$ cat src/rtl/div_seq.sv
// Iterative restoring divider for the RV64M DIV/DIVU/REM/REMU and word forms.
// Optional macro DIV_FASTPATH_EN: divide-by-zero and signed overflow skip CALC.
module div_seq (
    input  logic         clk,
    input  logic         rst,
    input  logic         div_valid,
    input  logic         div_32,
    input  logic         div_signed,
    input  logic         flush,
    input  logic [63:0]  dividend,
    input  logic [63:0]  divisor,
    output logic         div_ready,
    output logic [127:0] div_result,
    output logic         div_busy
);

    localparam logic [63:0] MIN64 = 64'h8000_0000_0000_0000;

    typedef enum logic [1:0] {IDLE, CALC, FIX, DONE} state_e;

    state_e       state_q, state_d;
    logic [5:0]   cnt_q, cnt_d;
    logic [63:0]  rem_q, rem_d;
    logic [63:0]  quo_q, quo_d;
    logic [63:0]  dvs_q, dvs_d;
    logic [63:0]  dvd_q, dvd_d;
    logic         dvd_neg_q, dvd_neg_d;
    logic         dvs_neg_q, dvs_neg_d;
    logic         word_q, word_d;
    logic         sgn_q, sgn_d;
    logic [127:0] res_q, res_d;

    logic         accept;
    logic         in_dvd_neg, in_dvs_neg;
    logic [31:0]  in_dvd_abs32, in_dvs_abs32;
    logic [63:0]  in_dvd_abs64, in_dvs_abs64;

    assign accept       = div_valid & ~flush;
    assign in_dvd_neg   = div_signed & (div_32 ? dividend[31] : dividend[63]);
    assign in_dvs_neg   = div_signed & (div_32 ? divisor[31]  : divisor[63]);
    assign in_dvd_abs32 = in_dvd_neg ? -dividend[31:0] : dividend[31:0];
    assign in_dvs_abs32 = in_dvs_neg ? -divisor[31:0]  : divisor[31:0];
    assign in_dvd_abs64 = in_dvd_neg ? -dividend : dividend;
    assign in_dvs_abs64 = in_dvs_neg ? -divisor  : divisor;

`ifdef DIV_FASTPATH_EN
    logic in_special;
    assign in_special = div_32
        ? ((divisor[31:0] == 32'd0) |
           (div_signed & (dividend[31:0] == 32'h8000_0000) & (divisor[31:0] == 32'hFFFF_FFFF)))
        : ((divisor == 64'd0) |
           (div_signed & (dividend == MIN64) & (divisor == {64{1'b1}})));
`endif

    // Remainder stays below the divisor, so a 65-bit difference never wraps.
    logic [64:0] partial, diff;
    logic        step_ok;
    assign partial = {rem_q, quo_q[63]};
    assign diff    = partial - {1'b0, dvs_q};
    assign step_ok = ~diff[64];

    logic        dvs_zero, ovf;
    logic [63:0] q_raw, q_fix, r_fix;
    logic [63:0] q_sel, r_sel;

    assign dvs_zero = (dvs_q == 64'd0);
    assign ovf      = sgn_q & dvd_neg_q & dvs_neg_q & (dvs_q == 64'd1) &
                      (word_q ? (dvd_q[31:0] == 32'h8000_0000) : (dvd_q == MIN64));
    assign q_raw    = word_q ? {32'd0, quo_q[31:0]} : quo_q;
    assign q_fix    = ((dvd_neg_q ^ dvs_neg_q) & ~dvs_zero) ? -q_raw : q_raw;
    assign r_fix    = dvd_neg_q ? -rem_q : rem_q;

    always_comb begin
        q_sel = q_fix;
        r_sel = r_fix;
        if (dvs_zero) begin
            q_sel = {64{1'b1}};
            r_sel = dvd_q;
        end else if (ovf) begin
            q_sel = dvd_q;
            r_sel = 64'd0;
        end
        if (word_q) begin
            q_sel = {{32{q_sel[31]}}, q_sel[31:0]};
            r_sel = {{32{r_sel[31]}}, r_sel[31:0]};
        end
    end

    // NOTE: every signal driven here gets a default first, so no path leaves one unassigned and no latch is inferred.
    always_comb begin
        state_d   = state_q;
        cnt_d     = cnt_q;
        rem_d     = rem_q;
        quo_d     = quo_q;
        dvs_d     = dvs_q;
        dvd_d     = dvd_q;
        dvd_neg_d = dvd_neg_q;
        dvs_neg_d = dvs_neg_q;
        word_d    = word_q;
        sgn_d     = sgn_q;
        res_d     = res_q;

        unique case (state_q)
            IDLE: begin
                if (accept) begin
                    word_d    = div_32;
                    sgn_d     = div_signed;
                    dvd_neg_d = in_dvd_neg;
                    dvs_neg_d = in_dvs_neg;
                    dvd_d     = dividend;
                    rem_d     = 64'd0;
                    quo_d     = div_32 ? {in_dvd_abs32, 32'd0} : in_dvd_abs64;
                    dvs_d     = div_32 ? {32'd0, in_dvs_abs32} : in_dvs_abs64;
                    cnt_d     = div_32 ? 6'd31 : 6'd63;
                    state_d   = CALC;
`ifdef DIV_FASTPATH_EN
                    if (in_special) state_d = FIX;
`endif
                end
            end
            CALC: begin
                rem_d = step_ok ? diff[63:0] : partial[63:0];
                quo_d = {quo_q[62:0], step_ok};
                if (cnt_q == 6'd0) state_d = FIX;
                else               cnt_d   = cnt_q - 6'd1;
            end
            FIX: begin
                res_d   = {r_sel, q_sel};
                state_d = DONE;
            end
            DONE:    state_d = IDLE;
            default: state_d = IDLE;
        endcase

        // A cancelled op must not disturb the previously returned result.
        if (flush) begin
            state_d = IDLE;
            res_d   = res_q;
        end
    end

    // NOTE: sequential state uses non-blocking assignments so all flops update together at the edge.
    always_ff @(posedge clk or negedge rst) begin
        if (!rst) begin
            state_q   <= IDLE;
            cnt_q     <= 6'd0;
            rem_q     <= 64'd0;
            quo_q     <= 64'd0;
            dvs_q     <= 64'd0;
            dvd_q     <= 64'd0;
            dvd_neg_q <= 1'b0;
            dvs_neg_q <= 1'b0;
            word_q    <= 1'b0;
            sgn_q     <= 1'b0;
            res_q     <= 128'd0;
        end else begin
            state_q   <= state_d;
            cnt_q     <= cnt_d;
            rem_q     <= rem_d;
            quo_q     <= quo_d;
            dvs_q     <= dvs_d;
            dvd_q     <= dvd_d;
            dvd_neg_q <= dvd_neg_d;
            dvs_neg_q <= dvs_neg_d;
            word_q    <= word_d;
            sgn_q     <= sgn_d;
            res_q     <= res_d;
        end
    end

    assign div_ready  = (state_q == DONE);
    assign div_busy   = (state_q != IDLE);
    assign div_result = res_q;

endmodule

$ cat config.mk
export PLATFORM = sky130hd
export DESIGN_NAME = div_seq
export DESIGN_NICKNAME = d
export VERILOG_FILES = /design/src/rtl/div_seq.sv
export SDC_FILE = /design/constraint.sdc
export NUM_CORES = 1
export LEC_CHECK = 0
export CELL_PAD_IN_SITES_DETAIL_PLACEMENT = 0
export CELL_PAD_IN_SITES_GLOBAL_PLACEMENT = 1
export CORE_MARGIN = 3
export CORE_UTILIZATION = 35
export DETAILED_ROUTE_END_ITERATION = 8
export GPL_ROUTABILITY_DRIVEN = 0
export PLACE_DENSITY_LB_ADDON = 0.15
export SYNTH_ARGS = -nofsm -noshare
export SYNTH_HDL_FRONTEND = slang
export SYNTH_SLANG_ARGS = --single-unit
$ cat constraint.sdc
create_clock -name clk -period 3.1 [get_ports clk]
set_input_delay 0.31 -clock clk [delete_from_list [all_inputs] [get_ports clk]]
set_output_delay 0.31 -clock clk [all_outputs]
set_load 0.03 [all_outputs]
==> impl_results.md, run 1 <==
* # rows at 100
* Mapped Area at 26,700 um^2
* Number of CTS-inserted buffers at 47
* Crit Path Max Fanout at 4
* Hold Violations, Final at 0
* First-pass GRT wire length at 159 mm
* Sequential area share after synthesis at a little under two fifths
* Placement Setup Slack at -881 ps
* H-tree Lvls at 2
* Worst VDD drop at 0.605 mV
* Die footprint at 79,600 um^2
* Failing checks: negative setup slack
* Register area at 9920 um^2
* Routed Antenna Nets at 0
* Synth Warn # at 0
* Gr usage total at 25.5%
* Final slew viol count at 0
* I/O Buffers at between 200 and 300
* Longest Clk Path Bufs at 3
* Root Buffer: clkbuf_16
* Most common cell on crit path: buf_4
* Largest cells by area after synthesis: dfrtp_1 37%, xnor2_1 6.0%, o21ai_0 5.5%
* Via count at 27,400
* Final WS setup at -398 ps
* Final Skew at 19.3 ps
* CTS tree: yes
* Routed WL at between 100 and 150 mm
* Share of layout cells above drive strength 1 at 24.5%
* CP Cell Sequence: or4_4 > or4_4 > nor4_4 > buf_4 > nand4_1 > buf_4 > or3_4 > buf_4 > buf_6 > nand2_2 > xnor2_2 > a221oi_2 > o31ai_1
* Hpwl dp at 81.4 mm
* Synthesized net count at 3,412
* Status: complete, but fails checks
* Crit path time final at 3500 ps
* # setup viols final at 89
* CORE AREA at 74,900 um^2
* Worst path required time at 3590 ps
* Cell Pwr Density at about 1200 nW/um^2
* Initial Utilization at 35.6%
* RSZ-0062 raised after global routing: yes
* Die Span X at 282 um
* Initial antenna violation count at 0
* Area leader, netlist: dfrtp_1
* Critical-path top delay cell: or4_4
* Flops & latches, synth at 396
* FMAX at 0.286 GHz
* Avg WL per Cell at ~21 um
* Area share of the largest cell type after synthesis at 37.1%
* Design Power at 47.2 mW
* Relative slew slack at around 30%
* First drt pass iteration count at 5
* Tcrit/Tclk final at 113%
* Post-synth EDFFs at 0
* Fill count at between 7,000 and 8,000
* Worst path arrival time at 3990 ps
* Vias per std cell at 5.52
* Critical path class: flip-flop to flip-flop
* Later-pin clock latency in the skew report at 590 ps
* Worst hold path type: input port to flip-flop
* Final #Nets at 4,167
* Cell count after synthesis at 3,203
* Yosys cell types at 81
* Layout area overhead at 42.0%
* Worst slew pin tran at 1050 ps
* Pin count of the biggest net entering global routing at 117
* Clock sinks at ~400
* Top FF cell, synth: dfrtp_1
* # diodes at 0
* Die Height at 282 um
* P_leak at 16.2 nW
* Maxcap violations at 0
* Post-Syn Area per Cell at 8.34 um^2
* Area of the multi-input gates at 16,700 um^2
* Worst setup SP type: flip-flop
* Starting DRT DRC Count at 1,889
* Reg2reg setup slack at -400 ps
* IO Pins at about 260
* CP max stage delay at around 540 ps
* Gr ovfl total at 0
* Register clock-pin slew on the reported worst setup and hold paths at roughly 60 ps
* Synth async-reset ratio at 100%
* DR DRC count at 0
* Non-filler instance count after layout at between 4,000 and 5,000
* Vias in the first global route at 27,200
* CP endpoint kind: flip-flop
* Placed cell count at approximately 4,800
## final timing paths
| check | start | to | depth (start not counted) |
|---|---|---|---|
| max in group asynchronous | rst | div_result[117] | 3 |
| hold / removal | dividend[23] | dvd_q[23] | 3 |
| min in group asynchronous | rst | quo_q[11] | 2 |
| setup reg to reg | rem_q[12] | div_result[112] | 13 |
| setup / recovery | rem_q[12] | div_result[112] | 13 |
| hold reg to reg | div_result[42] | div_result[42] | 2 |
## synthesized netlist by cell type (23+ instances only)
cell	n
ha_1	74
or4_1	25
o21a_1	36
a221oi_1	62
o31ai_1	60
or3_1	31
a22oi_1	40
a21oi_1	219
dfrtp_1	396
o41ai_1	23
nand3_1	117
nor2_1	271
xor2_1	120
nand4_1	58
o21ai_0	296
a211oi_1	31
mux2_2	63
nor4_1	68
clkbuf_1	182
xnor2_1	183
nor3_1	64
nand2_1	383
inv_1	105
## cells by family (layout without fill, tap and decap cells)
group	after synthesis	after routing	share of synthesized area, %
AO/OA/AOI/OAI	938	938	22.4
XOR/XNOR	303	303	9.94
flip-flops	396	396	37.1
adder cells (fa/ha/maj)	75	75	3.54
buffers and inverters	310	1102	4.43
AND/OR/NAND/NOR	1110	1110	19.7
multiplexers	71	71	2.96
## layout by cell type, fill, tap and decap left out, types with 19 or more instances in the layout
master / Yosys / routed
a211oi_1: 31 / 27
a21o_1: 22 / 22
a21oi_1: 219 / 213
a221oi_1: 62 / 43
a22oi_1: 40 / 38
a31oi_1: 22 / 19
buf_12: 0 / 23
buf_4: 0 / 592
buf_6: 1 / 22
clkbuf_16: 0 / 52
clkdlybuf4s50_1: 0 / 258
dfrtp_1: 396 / 386
ha_1: 74 / 64
inv_1: 105 / 104
mux2_2: 63 / 63
nand2_1: 383 / 375
nand3_1: 117 / 114
nand4_1: 58 / 58
nor2_1: 271 / 256
nor3_1: 64 / 59
nor4_1: 68 / 61
o21a_1: 36 / 36
o21ai_0: 296 / 251
o21ai_1: 7 / 41
o31ai_1: 60 / 47
or3_1: 31 / 28
or4_1: 25 / 21
xnor2_1: 183 / 175
xor2_1: 120 / 119
## what timing repair did
action,in CTS,in global routing
cloned,3,3
hold endpoints to repair,80,0
setup buffers,22,19
gates resized for setup,173,106
setup endpoints to repair,197,172
pin swaps,63,40
hold buffers,1,0
## final cells by class
class | instances | share of cell area, %
Timing Repair Buffer | 910 | 21.1
Clock buffer | 68 | 3.74
Tap cell | 969 | 3.20
Multi-Input combinational cell | 2497 | 44.1
Clock inverter | 18 | 0.647
Inverter | 106 | 1.06
Sequential cell | 396 | 26.2
## registers in the layout, summed over array words and instances, names as in the netlist
signal      cells
quo_q          64
sgn_q           1
word_q          1
state_q         2
rem_q          64
cnt_q           6
dvd_q          64
dvs_neg_q       1
div_result    128
dvd_neg_q       1
dvs_q          64
## power breakdown
part	total, mW	internal [mW]	switching (mW)
clock	5.95	3.60	2.35
sequential	9.87	7.59	2.28
combinational	31.4	14.3	17.1
## critical path, delay by kind of cell, from the launching register on
family	cells	cell delay [ps]
flops	1	460
buf+inv	4	610
simple gates	6	1840
compound gates	2	340
xor+xnor	1	130
## routing by layer
layer | vias to the layer above | GRT usage, % | share of wire, %
li1 | 13200 | - | -
met2 | 795 | 43.0 | 47
met3 | 157 | 2.86 | 4.9
met4 | 0 | 9.68 | 4.0
met5 | - | 0 | 0
met1 | 13300 | 33.8 | 44
## stage by stage
stage	cell area [um^2]	util, %	hold slack [ps]	TNS [ps]
after floorplan	26800	-	14.4	-19.9
after global placement	34700	46.4	396	-89340
after detailed placement	34700	46.4	412	-91370
after CTS	37200	49.7	240	-20860
after global routing	37900	50.6	230	-37220
final	37900	50.6	242	-21800
Power figures use the tool's default switching activity.
==> inputs of run 2 (changes only) <==
GPL_TIMING_DRIVEN = 0   (was default)
==> run 2 against run 1 <==
Against the previous run:
- the run still ends with negative setup slack left
- die area did not move
- via count shrank 1.0%
- clock skew increased by 6.8 ps
- cell count is 6.7% lower
- fmax fell by 1.7%
- register-to-register slack lost 60 ps
- critical path depth rose by 3
- highest routed layer unchanged
==> impl_results.md, run 2 (synthesized netlist as in run 1, its figures left out) <==
* Final Skew at 26.1 ps (+6.77 ps)
* P_leak at 14.3 nW (-12%)
* Root Buffer: clkbuf_16
* Gr usage total at 28.5% (+3.0 points)
* Comb pwr share at 63.4% (-3.1 points)
* # diodes at 0 (unchanged)
* Final #Nets at 3,831 (-8.1%)
* Later-pin clock latency in the skew report at 630 ps (+40 ps)
* DR DRC count at 0 (unchanged)
* Design Power at 46.1 mW (-2.3%)
* Hold Path Depth at 2 (-1)
* Worst hold path type: input port to flip-flop
* Fill count at 7,084 (-0.071%)
* Reg power frac at 23.2% (+2.3 points)
* Hold Crit Start: dividend[10]
* Most common cell after layout, fill and taps aside: nand2_1
* Hold endpoint: dvd_q[10]
* RSZ-0062 raised after global routing: yes
* Register clock-pin slew on the reported worst setup and hold paths at 60 ps (about the same)
* Status: complete, but fails checks
* Number of CTS-inserted buffers at 48 (+2.1%)
* Crit path time final at 3560 ps (+61.6 ps)
* Final WS setup at -459 ps (-61.6 ps)
* Longest Clk Path Bufs at 3 (unchanged)
* Non-filler instance count after layout at 4,630 (-6.7%)
* Critical-path top delay cell: dfrtp_2
* CP endpoint kind: flip-flop
* Critical path class: flip-flop to flip-flop
* Avg WL per Cell at 25.3 um (+21%)
* Routed Antenna Nets at 0 (unchanged)
* CTS tree: yes
* Clock sinks at 396 (unchanged)
* # setup viols final at 101 (+13%)
* NetSw at 23.2 mW (+6.5%)
* Worst VDD drop at 0.571 mV (-5.6%)
* Hold Violations, Final at 0 (unchanged)
* Tcrit/Tclk final at 115% (+2.0 points)
* Clk pwr share at 13.4% (+0.8 points)
* Placement Setup Slack at -2460 ps (-1580 ps)
* Die Span X at 282 um (unchanged)
* Worst setup SP type: flip-flop
* Worst path required time at 3600 ps (about the same)
* Vias per std cell at 5.86 (+6.1%)
* H-tree Lvls at 2 (unchanged)
* Die footprint at 79,600 um^2 (unchanged)
* Share of layout cells above drive strength 1 at 18.1% (-6.4 points)
* Total negative setup slack at -27,610 ps (-5810 ps)
* Reg2reg setup slack at -460 ps (-60 ps)
* End of the worst register-to-register path: rem_q[11]
* Initial antenna violation count at 0 (unchanged)
* IO Pins at 264 (unchanged)
* Most frequent cells in the layout: 376 x nand2_1, 364 x dfrtp_1, 255 x nor2_1
* Failing checks: negative setup slack
* Routed WL at 117 mm (+12%)
* Area of the multi-input gates at 17,700 um^2 (+5.9%)
* Max reg flops at 128 (unchanged)
* P_int at 23.0 mW (-9.8%)
* Worst slew pin tran at 1110 ps (+61.4 ps)
* Gr ovfl total at 0 (unchanged)
* Reg2reg start: dvs_q[0]
* Die Height at 282 um (unchanged)
* Maxcap violations at 0 (unchanged)
* Pin count of the biggest net entering global routing at 112 (-4.3%)
* Relative slew slack at 26.0% (-3.8 points)
* CP Cell Sequence: ha_4 > fa_2 > nand2b_4 > a21oi_4 > o211ai_1 > buf_4 > a211oi_4 > nor3_4 > a31oi_4 > a31oi_4 > buf_12 > xor2_4 > buf_8 > buf_8 > nand4_1 > o311ai_2
* Via count at 27,100 (-1.0%)
* Sw frac at 50.2% (+4.2 points)
* First drt pass iteration count at 5 (unchanged)
* Worst path arrival time at 4060 ps (+70 ps)
* Layout area overhead at 34.0%
* FMAX at 0.281 GHz (-1.7%)
* First-pass GRT wire length at 171 mm (+7.9%)
* Reg2Reg Depth at 16 (+3)
* Cell Pwr Density at 1290 nW/um^2 (+3.5%)
* CP max stage delay at 470 ps (-70 ps)
* Hpwl dp at 90.6 mm (+11%)
* Starting DRT DRC Count at 2,319 (+23%)
* Register area at 9950 um^2 (+0.28%)
* Vias in the first global route at 26,900 (-1.3%)
* I/O Buffers at 263 (unchanged)
* Initial Utilization at 35.6% (unchanged)
* Crit Path Max Fanout at 7 (+3)
* Final slew viol count at 0 (unchanged)
* Placed cell count at 4,438 (-8.3%)
* # rows at 100 (unchanged)
* CORE AREA at 74,900 um^2 (unchanged)
==> run 2: stage by stage <==
step                utilization (%)  area [um^2]  hold WS (ps)
floorplan                         -        26800          14.4
finish                         47.8        35800          5.00
CTS                            46.1        34500           161
global placement               40.9        30600           452
global route                   47.8        35800          16.6
detailed placement             41.0        30700           370
==> run 2: layer usage <==
layer / vias up / track usage [%] / part of all wire [%]
met5: - / 0 / 0
met4: 0 / 14.8 / 5.8
met3: 282 / 3.75 / 6.2
met2: 1117 / 48.3 / 47
met1: 13300 / 35.7 / 41
li1: 12500 / - / -
==> run 2: how the worst max path moves through the flow <==
| stage | endpoint | slack (ps) | depth (start not counted) | startpoint |
|---|---|---|---|---|
| floorplan | rem_q[7] | -8 | 14 | rem_q[16] |
| global placement | dvs_q[58] | -15670 | 1 | rst |
| detailed placement | div_result[34] | -2460 | 13 | dvs_q[9] |
| CTS | rem_q[0] | -440 | 14 | dvs_q[0] |
| global route | rem_q[11] | -560 | 16 | dvs_q[0] |
| finish | rem_q[11] | -460 | 16 | dvs_q[0] |
==> run 2: worst max-delay path: cells and delay by family, from the launching register on <==
family	cells	cell delay, ps
AND/OR/NAND/NOR	3	400
XOR/XNOR	1	310
buffers and inverters	4	680
adder cells (fa/ha/maj)	2	530
flip-flops	1	470
AO/OA/AOI/OAI	6	1030
==> run 2: layout make-up <==
cell class	instances	share of cell area (%)
timing repair buffer	383	10.5
tap	969	3.39
buffer	190	2.91
clock inverter	24	0.954
inverter	106	1.13
clock buffer	65	3.85
sequential	396	27.8
multi-input combinational	2497	49.4
==> run 2: power by group through the flow <==
stage                     Combinational (mW)  Clock, mW  Sequential [mW]
final                                   29.3       6.20             10.7
after global routing                    31.4       6.47             11.0
after CTS                               27.0       6.30             10.6
after detailed placement                24.3          0             10.5
after global placement                  24.0          0             10.4
after floorplan                         14.9          0             10.9
==> run 2: repair_timing <==
| item | in CTS | in global routing |
|---|---|---|
| gates cloned | 4 | 4 |
| endpoints found under the hold margin | 81 | 0 |
| pin swaps | 100 | 100 |
| hold buffers | 1 | 0 |
| endpoints found under the setup margin | 389 | 194 |
| gates resized for setup | 417 | 202 |
| setup buffers | 60 | 48 |
